==> config.mk <==
export PLATFORM = sky130hd
export DESIGN_NAME = irq_sched
export DESIGN_NICKNAME = d
export VERILOG_FILES = /design/src/rtl/irq_sched.sv
export SDC_FILE = /design/constraint.sdc
export NUM_CORES = 1
export LEC_CHECK = 0
export ABC_CLOCK_PERIOD_IN_PS = 2600
export CAP_MARGIN = 5
export CORE_ASPECT_RATIO = 1.4
export CORE_UTILIZATION = 46
export DETAILED_ROUTE_END_ITERATION = 6
export PLACE_DENSITY = 0.83
export SYNTH_ARGS = -nofsm -noshare
export SYNTH_HDL_FRONTEND = slang
export SYNTH_SLANG_ARGS = --single-unit
==> constraint.sdc <==
create_clock -name clk_in -period 2.6 [get_ports clk_in]
set_input_delay 0.52 -clock clk_in [delete_from_list [all_inputs] [get_ports clk_in]]
set_output_delay 0.52 -clock clk_in [all_outputs]
set_load 0.01 [all_outputs]
==> src/rtl/irq_sched.sv <==
// Machine-mode interrupt scheduler: synchronises and registers interrupt sources,
// arbitrates MEI > MSI > MTI, tracks a trap through request/handler, and measures ack latency.
module irq_sched #(
    parameter int RSZ    = 32,
    parameter int LAT_SZ = 8
) (
    input  logic              clk_in,
    input  logic              reset_in,
    input  logic              ext_irq_in,
    input  logic              timer_irq_in,
    input  logic              sw_irq_in,
    input  logic [2:0]        mie_bits,
    input  logic              mstatus_mie,
    input  logic [1:0]        mode,
    input  logic              irq_ack,
    input  logic              mret,
    output logic              irq_req,
    output logic [RSZ-1:0]    irq_cause,
    output logic [2:0]        mip_bits,
    output logic              in_handler,
    output logic [LAT_SZ-1:0] irq_lat
);

    typedef enum logic [1:0] {
        ST_IDLE    = 2'd0,
        ST_REQ     = 2'd1,
        ST_HANDLER = 2'd2
    } state_t;

    state_t              state_r;
    state_t              state_next_s;
    logic                ext_meta_r;
    logic [2:0]          mip_r;
    logic [2:0]          pend_s;
    logic                gen_s;
    logic                fire_s;
    logic [3:0]          code_s;
    logic [LAT_SZ-1:0]   lat_cnt_r;
    logic [LAT_SZ-1:0]   lat_inc_s;
    logic                irq_req_r;
    logic                in_handler_r;
    logic [RSZ-1:0]      cause_r;
    logic [LAT_SZ-1:0]   irq_lat_r;

    assign irq_req    = irq_req_r;
    assign irq_cause  = cause_r;
    assign mip_bits   = mip_r;
    assign in_handler = in_handler_r;
    assign irq_lat    = irq_lat_r;

    // Pending/enable qualification, fixed-priority cause selection and saturating latency step.
    always_comb begin
        pend_s = mip_r & mie_bits;
        gen_s  = (mode != 2'd3) | mstatus_mie;
        fire_s = gen_s & (|pend_s);
        code_s = 4'd0;
        if (pend_s[2]) begin
            code_s = 4'd11;
        end else if (pend_s[0]) begin
            code_s = 4'd3;
        end else if (pend_s[1]) begin
            code_s = 4'd7;
        end else begin
            code_s = 4'd0;
        end
        if (&lat_cnt_r) begin
            lat_inc_s = lat_cnt_r;
        end else begin
            lat_inc_s = lat_cnt_r + {{(LAT_SZ-1){1'b0}}, 1'b1};
        end
    end

    // Trap lifecycle next-state: an ack outranks a withdrawal in the same cycle.
    always_comb begin
        state_next_s = state_r;
        case (state_r)
            ST_IDLE: begin
                if (fire_s) state_next_s = ST_REQ;
                else        state_next_s = ST_IDLE;
            end
            ST_REQ: begin
                if (irq_ack)      state_next_s = ST_HANDLER;
                else if (!fire_s) state_next_s = ST_IDLE;
                else              state_next_s = ST_REQ;
            end
            ST_HANDLER: begin
                if (mret) state_next_s = ST_IDLE;
                else      state_next_s = ST_HANDLER;
            end
            default: state_next_s = ST_IDLE;
        endcase
    end

    // FSM state register.
    always_ff @(posedge clk_in) begin
        if (reset_in) begin
            state_r <= ST_IDLE;
        end else begin
            state_r <= state_next_s;
        end
    end

    // Synchroniser, pending register, registered outputs and latency counter.
    always_ff @(posedge clk_in) begin
        if (reset_in) begin
            ext_meta_r   <= 1'b0;
            mip_r        <= 3'b000;
            irq_req_r    <= 1'b0;
            in_handler_r <= 1'b0;
            cause_r      <= {RSZ{1'b0}};
            lat_cnt_r    <= {LAT_SZ{1'b0}};
            irq_lat_r    <= {LAT_SZ{1'b0}};
        end else begin
            ext_meta_r   <= ext_irq_in;
            mip_r        <= {ext_meta_r, timer_irq_in, sw_irq_in};
            irq_req_r    <= (state_next_s == ST_REQ);
            in_handler_r <= (state_next_s == ST_HANDLER);
            if ((state_r == ST_IDLE) && (state_next_s == ST_REQ)) begin
                cause_r   <= {1'b1, {(RSZ-5){1'b0}}, code_s};
                lat_cnt_r <= {LAT_SZ{1'b0}};
            end else if (state_r == ST_REQ) begin
                lat_cnt_r <= lat_inc_s;
                if (state_next_s == ST_HANDLER) begin
                    irq_lat_r <= lat_inc_s;
                end
            end
        end
    end

endmodule

After elaboration in Yosys (flattened, before gate mapping)
Cells that the tools add are included.

storage, ports and cells
  bits in latches = 0
  bits in registers = 29
  output and inout bits = 45
  ROM bits = 0
  logic and storage cells = 32
  RAM bits = 0
  bits of input ports = 13
  memories = 0

cells by class
  equality and inequality tests = 5
  reductions and logical operators = 6
  multiply operators = 0
  shift-type cells = 0
  mux-type cells = 8
  add/subtract/negate cells = 1
  $lt $le $gt $ge = 0
  bitwise logic cells = 4
  div/mod/pow operators = 0

operators with widths
  operator                                                               number
  8-bit by 1-bit adder with 8-bit output, second input constant          1
  8-bit 2-to-1 mux                                                       1
  8-bit AND reduction                                                    1
  3-bit 2-to-1 mux                                                       2
  2-bit case mux with 3 select lines                                     1
  2-bit by 1-bit equality test with 1-bit output, second input constant  2
  2-bit equality test, second input constant                             2
  2-bit 2-to-1 mux                                                       2
  4-bit 2-to-1 mux                                                       1
  3-bit AND                                                              1
  3-bit AND reduction                                                    1
  3-bit OR reduction                                                     1
  2-bit zero test                                                        1
  2-bit != test, second input constant                                   1
  2-bit OR reduction                                                     1
  1-bit AND                                                              1
  1-bit logical AND                                                      1
  1-bit 2-to-1 mux                                                       1
  1-bit NOT                                                              1
  1-bit OR                                                               1

Logic depth before layout (Yosys ltp)
  depth in word-level cells = 10
  gate-level depth with buffers = 6

Least setup slack after synthesis
No wires, ideal clock.

  path type = reg-to-reg
  start point = register lat_cnt_r[0]
  end point = register lat_cnt_r[2]
  stages on the path, launching flop included = 7
  slack = 878 ps
  data required time = 2512 ps
  data arrival time = 1634 ps
  cells stage by stage = dfxtp_1 > ha_1 > nand4_2 > or2_1 > buf_2 > and2_1 > a311oi_2

between the ends
  word-level cells in the longest chain between the ends = 2
  elaborated cells on any way between the ends = 3
  those cells by class = 1 x add/sub; 1 x mux; 1 x reduce/logical

RTL lines
  what                                                                           line    source
  from (decl)                                                                    38      logic [LAT_SZ-1:0] lat_cnt_r;
  from (signal assigned)                                                         111     lat_cnt_r <= {LAT_SZ{1'b0}};
  from (signal assigned)                                                         120     lat_cnt_r <= {LAT_SZ{1'b0}};
  from (signal assigned)                                                         122     lat_cnt_r <= lat_inc_s;
  8-bit by 1-bit adder with 8-bit output or 8-bit AND reduction (tied branches)  69, 66
  8-bit 2-to-1 mux *                                                             66      if (&lat_cnt_r) begin

Every way passes the cells marked *; elsewhere a longest branch is shown, timed or not.
A chain may end at the register's enable or synchronous reset.

Worst setup path in the final report
  start point = input port mie_bits[0]
  end point = register lat_cnt_r[5]

between the ends
  word-level cells in the longest chain between the ends = 9

RTL lines
  what                                              line    source
  from (decl)                                       12      input logic [2:0] mie_bits,
  3-bit AND *                                       53      pend_s = mip_r & mie_bits;
  3-bit OR reduction *                              55      fire_s = gen_s & (|pend_s);
  1-bit AND *                                       55
  1-bit 2-to-1 mux *                                78, 83
  2-bit 2-to-1 mux                                  82      if (irq_ack) state_next_s = ST_HANDLER;
  2-bit case mux with 3 select lines *              76      case (state_r)
  2-bit by 1-bit equality test with 1-bit output *  118     if ((state_r == ST_IDLE) && (state_next_s == ST_REQ)) begin
  1-bit logical AND *                               118
  2-bit OR reduction (no source line) *             n/a

Marked as above.

==> qor.txt <==
outcome: completed
leading area contributor after synthesis: dfxtp_1
Setup WS pre-CTS: 0.258 ns
Multi-input gate area: 708 µm²
final hold violation count: 0
die area: 0.00333 mm²
final critical-path share of the clock period: 79.1%
DR pass1 iterations: 4
fin crit period: 2.06 ns
Post-synth EDFFs: 0
Clock Power Share: 28.9%
Gate power share: 14.1%
met3 WL: 112 µm
Max FO, Critical Path: 8
Sink Count: 28
clock skew: 0.00132 ns
clock-pin slew on the worst setup and hold paths: 0.09 ns
WP data required: 2.79 ns
Layout fillers: 265
unrepaired setup endpoints after global routing: false
Post-CTS Repair Setup Buffers: 0
post-DP HPWL: 2.30 mm
share of cells above drive strength 1: 6.08%
Skew-Pair Late Insertion Delay: 0.27 ns
site row count: 23
largest net degree at the start of global routing: 22
Worst Path Class, Setup: in2reg
worst endpoint data arrival time: 2.25 ns
Reg area: 561 µm²
synthesized instance count: 157
metal2 WL: 1.58 mm
Switching Share: 24.6%
Flop pwr share: 57.0%
total global-route track usage: 18.1%
first-pass GRT wire length: 4.59 mm
Die Y: 67.9 µm
Yosys cell types: 39
post-route setup TNS: 0 ns
Main synth FF type: dfxtp_1
share of the synthesized area in the top cell type: 39.3%
final WL: 2.87 mm
Startpoint Class: primary input
Cell Int Power: 0.598 mW
antenna violations before repair: 0
# IOs: 58
clock buffer count from CTS: 3
via count: 1116
YS warnings: 0
Tightest Pin Transition: 0.599 ns
FF-to-FF path depth: 5
Bufs on Longest Clock Path: 2
final setup margin: 0.542 ns
achievable clock frequency: 0.486 GHz
async set-reset flop share out of synthesis: 0%
DRC violations left: 0
Initial Util: 49.1%
via/cell ratio: 5.12
met1 wire length: 1.09 mm
vias in the first global route: 1050
maximum vdd drop: 266 µV
Area Growth Syn to Fin: 16.9%
Static Leak: 0.651 nW
max cap viols: 0
hold_buf cts: 0
nets@finish: 197
top layer in use: met4
Net Switching: 0.195 mW
H-tree levels: 1
reg2reg start: lat_cnt_r[0]
fin. max-slew vios: 0
Post-DRT Antenna Nets: 0
commonest cells in the netlist: 28 x buf_4, 28 x dfxtp_1, 18 x nor2_1, 8 x a21oi_1, 8 x nand2_1
Ant. Diodes: 0
GRT Residual Overflow: 0
Hold Crit Class: reg2reg
ranking of synthesized cells by area: dfxtp_1 39%, buf_4 15%, nor2_1 4.7%
Crit. End Element: flip-flop
Setup crit end: lat_cnt_r[5]
1st-iter DRT viols: 13
Core ar.: 0.00291 mm²
Power Dens Cells: 476 mW/mm²
sequential cell area fraction in the yosys report: 39.3%
TritonCTS clock tree: built
GPL Wtd Cong: 0.838
clock root cell: clkbuf_8
drt wl/cell: 13.2 µm
Critical Path Source: mie_bits[0]
post-synthesis register bit count: 28
Relative slew margins: 60.0%
Buffers on Ports: 30
R2R Path End: lat_cnt_r[5]
Post-CTS Resized: 0
FF-to-FF setup slack: 0.65 ns
Final setup viols: 0
mapped cell area: 0.00143 mm²
Syn Area/Cell: 9.09 µm²
Die X-Extent: 49.1 µm
## per-stage QoR
stage | area, µm² | utilization (%) | total power [mW] | hold WS (ns) | instances
6_report | 1670 | 57.4 | 0.793 | 0.446 | 218
3_5_place_dp | 1630 | 56.0 | 0.573 | 0.428 | 215
3_3_place_gp | 1630 | 56.0 | 0.570 | 0.419 | 215
2_1_floorplan | 1520 | - | 0.557 | 0.414 | 183
5_1_grt | 1670 | 57.4 | 0.826 | 0.470 | 218
4_1_cts | 1670 | 57.4 | 0.796 | 0.448 | 218
## cell type report
cell class	count	area share (%)
Clock buffer	3	2.48
Inverter	1	0.225
Multi-Input combinational cell	118	42.5
Sequential cell	28	33.6
Tap cell	37	2.78
Timing Repair Buffer	31	18.5
## metal layers
layer | track usage (%) | vias to the layer above
li1 | - | 538
met1 | 17.0 | 527
met2 | 36.5 | 42
met3 | 3.33 | 9
met4 | 9.93 | 0
met5 | 0 | -
## flip-flops by register name (all words and copies together) (netlist names)
register,cells
mip_bits,3
state_r,2
irq_lat,8
in_handler,1
irq_cause,4
ext_meta_r,1
irq_req,1
lat_cnt_r,8
## how the worst min path moves through the flow
stage               startpoint     endpoint  slack [ns]  cells past startpoint
detailed placement  ext_meta_r  mip_bits[2]        0.43                      1
global route        ext_meta_r  mip_bits[2]        0.47                      1
floorplan           ext_meta_r  mip_bits[2]        0.41                      1
global placement    ext_meta_r  mip_bits[2]        0.42                      1
CTS                 ext_meta_r  mip_bits[2]        0.45                      1
finish              ext_meta_r  mip_bits[2]        0.45                      1
## cell families after synthesis
kind of cell    synth area share, %
compound gates                 14.5
xor+xnor                       3.68
fa+ha+maj                     0.877
buf+inv                        17.9
flops                          39.3
mux                            3.51
other cells                   0.263
simple gates                   20.0
## critical path, cell delays in order
cell and delay (ns):
clkdlybuf4s50_1 0.42, a222oi_1 0.53, nor4_2 0.17, or2_1 0.37, a311oi_2 0.23
## placed cells by master, fill, tap and decap left out, types with 2 or more instances in the layout
master           synthesis  routed
a211oi_1                 3       3
a21oi_1                  8       8
a311oi_1                 2       2
a311oi_2                 3       3
and2_1                   2       2
and3_1                   2       2
and3b_1                  2       2
and4_1                   2       2
clkbuf_8                 0       3
clkdlybuf4s50_1          0      30
conb_1                   1      27
dfxtp_1                 28      28
mux2i_1                  5       5
nand2_1                  8       8
nand3_1                  3       3
nor2_1                  18      18
nor2b_1                  5       5
nor3_1                   2       2
nor3_2                   2       2
o211ai_1                 2       2
o21ai_0                  2       2
or2_1                    2       2
xnor2_1                  3       3
xor2_1                   3       3
## power groups by stage
| stage | logic [mW] | clock network [mW] | registers, mW |
|---|---|---|---|
| 3_3_place_gp | 0.109 | 0 | 0.461 |
| 2_1_floorplan | 0.0914 | 0 | 0.465 |
| 3_5_place_dp | 0.111 | 0 | 0.462 |
| 6_report | 0.112 | 0.229 | 0.452 |
| 5_1_grt | 0.124 | 0.249 | 0.454 |
| 4_1_cts | 0.112 | 0.233 | 0.452 |
(Power assumes the default switching activity.)
